--- src/rtl/nonce_search_ctrl.sv ---
// nonce_search_ctrl: steps nonces through an external combinational hash
// block, waits a fixed settle time, and stops on the first digest below the
// target or when the requested number of nonces has been evaluated.
module nonce_search_ctrl #(
   parameter int unsigned HASH_LATENCY = 1,
   parameter int unsigned WAIT_W       = 8
) (
   input  logic         clk,
   input  logic         rst,
   input  logic         start,
   input  logic         abort,
   input  logic [255:0] nonce_base,
   input  logic [31:0]  count_limit,
   input  logic [255:0] target,
   output logic [255:0] nonce_out,
   input  logic [255:0] hash_digest,
   output logic         busy,
   output logic         done,
   output logic         found,
   output logic [255:0] found_nonce,
   output logic [255:0] found_digest,
   output logic [31:0]  tried_count
);

   typedef enum logic [1:0] {
      ST_IDLE  = 2'd0,
      ST_WAIT  = 2'd1,
      ST_CHECK = 2'd2,
      ST_DONE  = 2'd3
   } state_e;

   state_e state_q, state_d;

   logic [WAIT_W-1:0] wait_cnt_q, wait_cnt_d;
   logic [255:0]      nonce_q, nonce_d;
   logic [255:0]      target_q, target_d;
   logic [31:0]       limit_q, limit_d;
   logic [31:0]       tried_q, tried_d;
   logic              found_q, found_d;
   logic [255:0]      found_nonce_q, found_nonce_d;
   logic [255:0]      found_digest_q, found_digest_d;

   logic wait_done;
   logic hit;
   logic last_nonce;

   assign wait_done  = (wait_cnt_q == WAIT_W'(HASH_LATENCY - 1));
   assign hit        = (hash_digest < target_q);
   assign last_nonce = ((tried_q + 32'd1) == limit_q);

   // State register with synchronous reset.
   always_ff @(posedge clk) begin
      if (rst) begin
         state_q <= ST_IDLE;
      end else begin
         state_q <= state_d;
      end
   end

   // Next-state decision; abort overrides start and evaluation.
   always_comb begin
      state_d = state_q;
      unique case (state_q)
         ST_IDLE, ST_DONE: begin
            if (abort) begin
               state_d = ST_IDLE;
            end else if (start) begin
               state_d = (count_limit != '0) ? ST_WAIT : ST_DONE;
            end
         end
         ST_WAIT: begin
            if (abort) begin
               state_d = ST_IDLE;
            end else if (wait_done) begin
               state_d = ST_CHECK;
            end
         end
         ST_CHECK: begin
            if (abort) begin
               state_d = ST_IDLE;
            end else if (hit || last_nonce) begin
               state_d = ST_DONE;
            end else begin
               state_d = ST_WAIT;
            end
         end
         default: state_d = ST_IDLE;
      endcase
   end

   // Status outputs decoded from the current state.
   always_comb begin
      busy = (state_q == ST_WAIT) || (state_q == ST_CHECK);
      done = (state_q == ST_DONE);
   end

   // Datapath next values: job capture, settle counting, digest evaluation.
   always_comb begin
      wait_cnt_d     = wait_cnt_q;
      nonce_d        = nonce_q;
      target_d       = target_q;
      limit_d        = limit_q;
      tried_d        = tried_q;
      found_d        = found_q;
      found_nonce_d  = found_nonce_q;
      found_digest_d = found_digest_q;
      unique case (state_q)
         ST_IDLE, ST_DONE: begin
            if (abort) begin
               found_d = 1'b0;
            end else if (start) begin
               found_d = 1'b0;
               tried_d = '0;
               // A zero-length job leaves the presented nonce untouched.
               if (count_limit != '0) begin
                  nonce_d    = nonce_base;
                  target_d   = target;
                  limit_d    = count_limit;
                  wait_cnt_d = '0;
               end
            end
         end
         ST_WAIT: begin
            if (!abort) begin
               wait_cnt_d = wait_cnt_q + 1'b1;
            end
         end
         ST_CHECK: begin
            if (!abort) begin
               tried_d = tried_q + 32'd1;
               if (hit) begin
                  found_d        = 1'b1;
                  found_nonce_d  = nonce_q;
                  found_digest_d = hash_digest;
               end else if (!last_nonce) begin
                  // Only the low word advances; the upper 224 bits are fixed per job.
                  nonce_d    = {nonce_q[255:32], nonce_q[31:0] + 32'd1};
                  wait_cnt_d = '0;
               end
            end
         end
         default: ;
      endcase
   end

   // Datapath registers with synchronous reset to zero.
   always_ff @(posedge clk) begin
      if (rst) begin
         wait_cnt_q     <= '0;
         nonce_q        <= '0;
         target_q       <= '0;
         limit_q        <= '0;
         tried_q        <= '0;
         found_q        <= 1'b0;
         found_nonce_q  <= '0;
         found_digest_q <= '0;
      end else begin
         wait_cnt_q     <= wait_cnt_d;
         nonce_q        <= nonce_d;
         target_q       <= target_d;
         limit_q        <= limit_d;
         tried_q        <= tried_d;
         found_q        <= found_d;
         found_nonce_q  <= found_nonce_d;
         found_digest_q <= found_digest_d;
      end
   end

   assign nonce_out    = nonce_q;
   assign tried_count  = tried_q;
   assign found        = found_q;
   assign found_nonce  = found_nonce_q;
   assign found_digest = found_digest_q;

endmodule

--- config.mk ---
export PLATFORM = sky130hd
export DESIGN_NAME = nonce_search_ctrl
export DESIGN_NICKNAME = d
export VERILOG_FILES = /design/src/rtl/nonce_search_ctrl.sv
export SDC_FILE = /design/constraint.sdc
export NUM_CORES = 2
export LEC_CHECK = 0
export ABC_AREA = 1
export CORE_AREA = 2 2 633 635
export CTS_CLUSTER_SIZE = 16
export DETAILED_ROUTE_END_ITERATION = 6
export DIE_AREA = 0 0 635 637
export PLACE_DENSITY = 0.39
export SYNTH_ARGS = -nofsm -noshare
export SYNTH_HDL_FRONTEND = slang
export SYNTH_SLANG_ARGS = --single-unit
--- constraint.sdc ---
create_clock -name clk -period 3.4 [get_ports clk]
set_clock_uncertainty 0.15 [all_clocks]
set_input_delay 0.68 -clock clk [delete_from_list [all_inputs] [get_ports clk]]
set_output_delay 0.68 -clock clk [all_outputs]
set_load 0.01 [all_outputs]
==> reports/qor.tcl <==
set qor(status) {finished, violations left}
set qor(violations_in_the_final_reports) {setup timing}
set qor(number_of_enable_type_register_cells_in_the_synthesized_netlist) 0
set qor(report.final.hold_viol_count) 0
set qor(tcrit_tclk_final) 1.05
set qor(synthTopCellsByArea) {sky130_fd_sc_hd__dfxtp_1 (47%), sky130_fd_sc_hd__nor2_1 (9.6%), sky130_fd_sc_hd__o21ai_0 (9.3%)}
set qor(synth.lib_cells_used.distinct) 46
set qor(power_switching_w) 0.0114
set qor(critical_path_arrival_ns) 4.16
set qor(layout.cells.non_filler) 13700
set qor(htreeDepth) 4
set qor(timing.critical_path.to_type) {flip-flop}
set qor(hold_end) {found_digest[129]$_SDFFE_PP0P_}
set qor(port_buffers) 1606
set qor(rr_startpoint) {target_q[59]$_SDFFE_PP0P_}
set qor(core_mm2) 0.398
set qor(gp_routability_congestion) 0.851
set qor(tritoncts_clock_tree) {done}
set qor(seq_power_share) 0.371
set qor(drt.antenna.violating_nets) 0
set qor(setup_violations) 441
set qor(initial_utilization) 0.117
set qor(worstSetupStartpointType) {primary input}
set qor(netlist_area_mm2) 0.0467
set qor(asyncSetResetFlopFracSynth) 0
set qor(die-width_um) 635
set qor(post_drt_via_cell_ratio) 3.72
set qor(place_hpwl_um) 265000
set qor(peak_supply_drop_v) 0.000329
set qor(path_class) {primary input to flip-flop}
set qor(clock.fmax_ghz) 0.279
set qor(maxCapViolations) 0
set qor(relSlewSlack) 0.374
set qor(unrepaired_setup_endpoints_after_global_routing) {yes}
set qor(ys_ff_latch) 1099
set qor(floorplan.rows) 232
set qor(holdBufCountCts) 0
set qor(yosys_warnings) 0
set qor(part_of_the_total_power_dissipated_in_the_clock_network) 0.439
set qor(postSynthCellCount) 6204
set qor(cts.root.buffer_cell) {sky130_fd_sc_hd__clkbuf_16}
set qor(netlist.top_cell.by_area) {sky130_fd_sc_hd__dfxtp_1}
set qor(cp_max_fo) 6
set qor(maximum_number_of_pins_on_one_net_before_global_route_repair) 116
set qor(ctsLongestPathBuffers) 4
set qor(synth_fp_nets) 7270
set qor(placed_cells) 13300
set qor(drt_iter0_drc) 3169
set qor(detail_route.drc_violations) 0
set qor(dieArea_mm2) 0.404
set qor(r2r-end) {found_digest[98]$_SDFFE_PP0P_}
set qor(tritoncts_num_sinks) 1099
set qor(post_route_cells_drive_above_1_share) 0.147
set qor(yosys-top-cells-count) {sky130_fd_sc_hd__nor2_1 (1196), sky130_fd_sc_hd__dfxtp_1 (1099), sky130_fd_sc_hd__o21ai_0 (868)}
set qor(final_number_of_max_transition_violations) 0
set qor(grt_overflow_total) 0
set qor(number_of_top_level_pins) 1607
set qor(synthesis.area_per_instance_um2) 7.53
set qor(avgRoutedWirePerCell_um) 24.3
set qor(power.internal_w) 0.0269
set qor(rrSetupSlack_ns) -0.13
set qor(hold_path_depth) 3
set qor(finalCoreUtilization) 0.204
set qor(ys.flop_type) {sky130_fd_sc_hd__dfxtp_1}
set qor(drt-total-wl_um) 332000
set qor(drt_first_pass_iters) 5
set qor(worst_hold_path_type) {primary input to flip-flop}
set qor(post-route-min-period_ns) 3.58
set qor(grt_pass1_vias) 49600
set qor(worst-endpoint-required_ns) 3.98
set qor(areal_power_density_over_the_cells_mw_per_mm2) 470
set qor(grt_first_pass_wirelength_um) 435000
set qor(standby_leakage_power_nw) 31.8
set qor(min-delay-start) {hash_digest[129]}
set qor(comb_power_share) 0.191
set qor(post-synth-top-area-fraction) 0.471
set qor(cts-buffers-inserted) 155
set qor(tightestPinTransition_ns) 0.938
set qor(fp.dieH_um) 637
set qor(grtUsageTotal) 0.155
set qor(yosysMostFrequentCell) {sky130_fd_sc_hd__nor2_1}
set qor(routed_vias) 50900
set qor(worst-r2r-cell-count) 24
set qor(finalSetupTns_ns) -24.34
set qor(final_nets) 9338
set qor(area_growth_syn_to_layout_pct) 74.0
set qor(synth-seq-area-share) 0.471
set qor(clk_latency_ns) 0.85
set qor(layout_setup_ws_ns) -0.180
set qor(clk_pin_slew_worst_paths_ns) 0.06
set qor(power_switching_share) 0.297
set qor(grt_antenna_before_repair) 84
==> state kept, by name, indices dropped and copies added (netlist names) <==
name	cells
found_digest	256
found_nonce	256
nonce_out	256
target_q	256
limit_q	32
tried_count	32
wait_cnt_q	8
state_q	2
found	1
==> worst max path at each step <==
stage,from,to,cells past startpoint
floorplan,hash_digest[217],found_nonce[10]$_SDFFE_PP0P_,17
global placement,hash_digest[175],found_nonce[152]$_SDFFE_PP0P_,20
detailed placement,hash_digest[175],found_digest[94]$_SDFFE_PP0P_,21
CTS,target_q[174]$_SDFFE_PP0P_,found_digest[98]$_SDFFE_PP0P_,23
global route,target_q[181]$_SDFFE_PP0P_,found_digest[101]$_SDFFE_PP0P_,21
finish,hash_digest[245],found_digest[101]$_SDFFE_PP0P_,24
==> metal layers <==
metal | track usage | vias to the layer above | wire length [um]
li1 | - | 24700 | -
met1 | 0.183 | 24200 | 137000
met2 | 0.259 | 1625 | 154000
met3 | 0.0649 | 349 | 32900
met4 | 0.0343 | 30 | 7540
met5 | 0 | - | 195
==> power groups by stage <==
| stage | Combinational (W) | Sequential, W | Clock (W) |
|---|---|---|---|
| floorplan | 0.00248 | 0.0144 | 0 |
| global placement | 0.00711 | 0.0144 | 0 |
| detailed placement | 0.00710 | 0.0144 | 0 |
| CTS | 0.00721 | 0.0141 | 0.0173 |
| global route | 0.00801 | 0.0142 | 0.0178 |
| finish | 0.00729 | 0.0142 | 0.0168 |
==> stage by stage <==
stage	hold slack [ns]	instance area, um2	setup WS [ns]	total power (W)
6_report	0.0947	81300	-0.180	0.0382
5_1_grt	0.0239	81300	-0.286	0.0400
4_1_cts	0.0960	79400	-0.411	0.0387
3_5_place_dp	0.295	73600	-2.01	0.0215
3_3_place_gp	0.293	73600	-1.92	0.0215
2_1_floorplan	0.283	46700	0.405	0.0169
==> worst max-delay path: stages <==
cell and delay [ns]:
sky130_fd_sc_hd__clkdlybuf4s50_1 0.49, sky130_fd_sc_hd__ha_1 0.36, sky130_fd_sc_hd__nand2_2 0.11, sky130_fd_sc_hd__nor4_4 0.30, sky130_fd_sc_hd__buf_4 0.16, sky130_fd_sc_hd__nand3_2 0.06
sky130_fd_sc_hd__nor2_1 0.11, sky130_fd_sc_hd__buf_4 0.14, sky130_fd_sc_hd__nand2_4 0.05, sky130_fd_sc_hd__nor2_4 0.24, sky130_fd_sc_hd__nand2_4 0.11, sky130_fd_sc_hd__nor2_4 0.14
sky130_fd_sc_hd__nor2_4 0.07, sky130_fd_sc_hd__nand2_4 0.08, sky130_fd_sc_hd__nor2_4 0.05, sky130_fd_sc_hd__buf_12 0.15, sky130_fd_sc_hd__clkinv_16 0.06, sky130_fd_sc_hd__buf_16 0.13
sky130_fd_sc_hd__buf_8 0.13, sky130_fd_sc_hd__buf_16 0.14, sky130_fd_sc_hd__buf_12 0.15, sky130_fd_sc_hd__buf_6 0.11, sky130_fd_sc_hd__nor2_2 0.03, sky130_fd_sc_hd__nor2_1 0.09
==> cells by family (layout without fill, tap and decap cells) <==
kind of cell,after synthesis,count (layout),synth area share
AND/OR/NAND/NOR,2399,2399,0.210
AO/OA/AOI/OAI,1594,1594,0.173
adder cells (fa/ha/maj),262,262,0.0701
XOR/XNOR,45,45,0.00843
other,0,22,0
buffers and inverters,805,2990,0.0674
flip-flops,1099,1099,0.471
==> repair_timing <==
item / in CTS / in global routing
resized for setup: 73 / 456
buffers inserted: 16 / 21
pin swaps: 51 / 127
gates cloned: 6 / 21
setup endpoints to repair: 555 / 555
==> placed cells by master, fill, tap and decap left out, types with 27 or more instances in the layout <==
cell                              instances
sky130_fd_sc_hd__clkdlybuf4s50_1       1588
sky130_fd_sc_hd__o21ai_1                 87
sky130_fd_sc_hd__nor2_2                  50
sky130_fd_sc_hd__nor3_1                  38
sky130_fd_sc_hd__buf_4                  554
sky130_fd_sc_hd__nand2_1                715
sky130_fd_sc_hd__nor2_4                  48
sky130_fd_sc_hd__xor2_1                  34
sky130_fd_sc_hd__buf_12                  83
sky130_fd_sc_hd__ha_1                   232
sky130_fd_sc_hd__o21ai_0                764
sky130_fd_sc_hd__ha_4                    29
sky130_fd_sc_hd__nor2_1                1108
sky130_fd_sc_hd__inv_2                   27
sky130_fd_sc_hd__dfxtp_1               1085
sky130_fd_sc_hd__nand3_1                286
sky130_fd_sc_hd__inv_1                  373
sky130_fd_sc_hd__a21oi_1                667
sky130_fd_sc_hd__nand4_1                 62
sky130_fd_sc_hd__clkbuf_8                39
sky130_fd_sc_hd__clkbuf_16              174
sky130_fd_sc_hd__clkbuf_1                37
==> layout make-up <==
cell class | count | area, um2
Antenna cell | 22 | 55.1
Clock buffer | 233 | 4600
Clock inverter | 41 | 482
Fill cell | 44400 | 317000
Inverter | 413 | 1620
Multi-Input combinational cell | 4300 | 22800
Sequential cell | 1099 | 22000
Tap cell | 5265 | 6590
Timing Repair Buffer | 2303 | 23100
(Power assumes the default switching activity.)
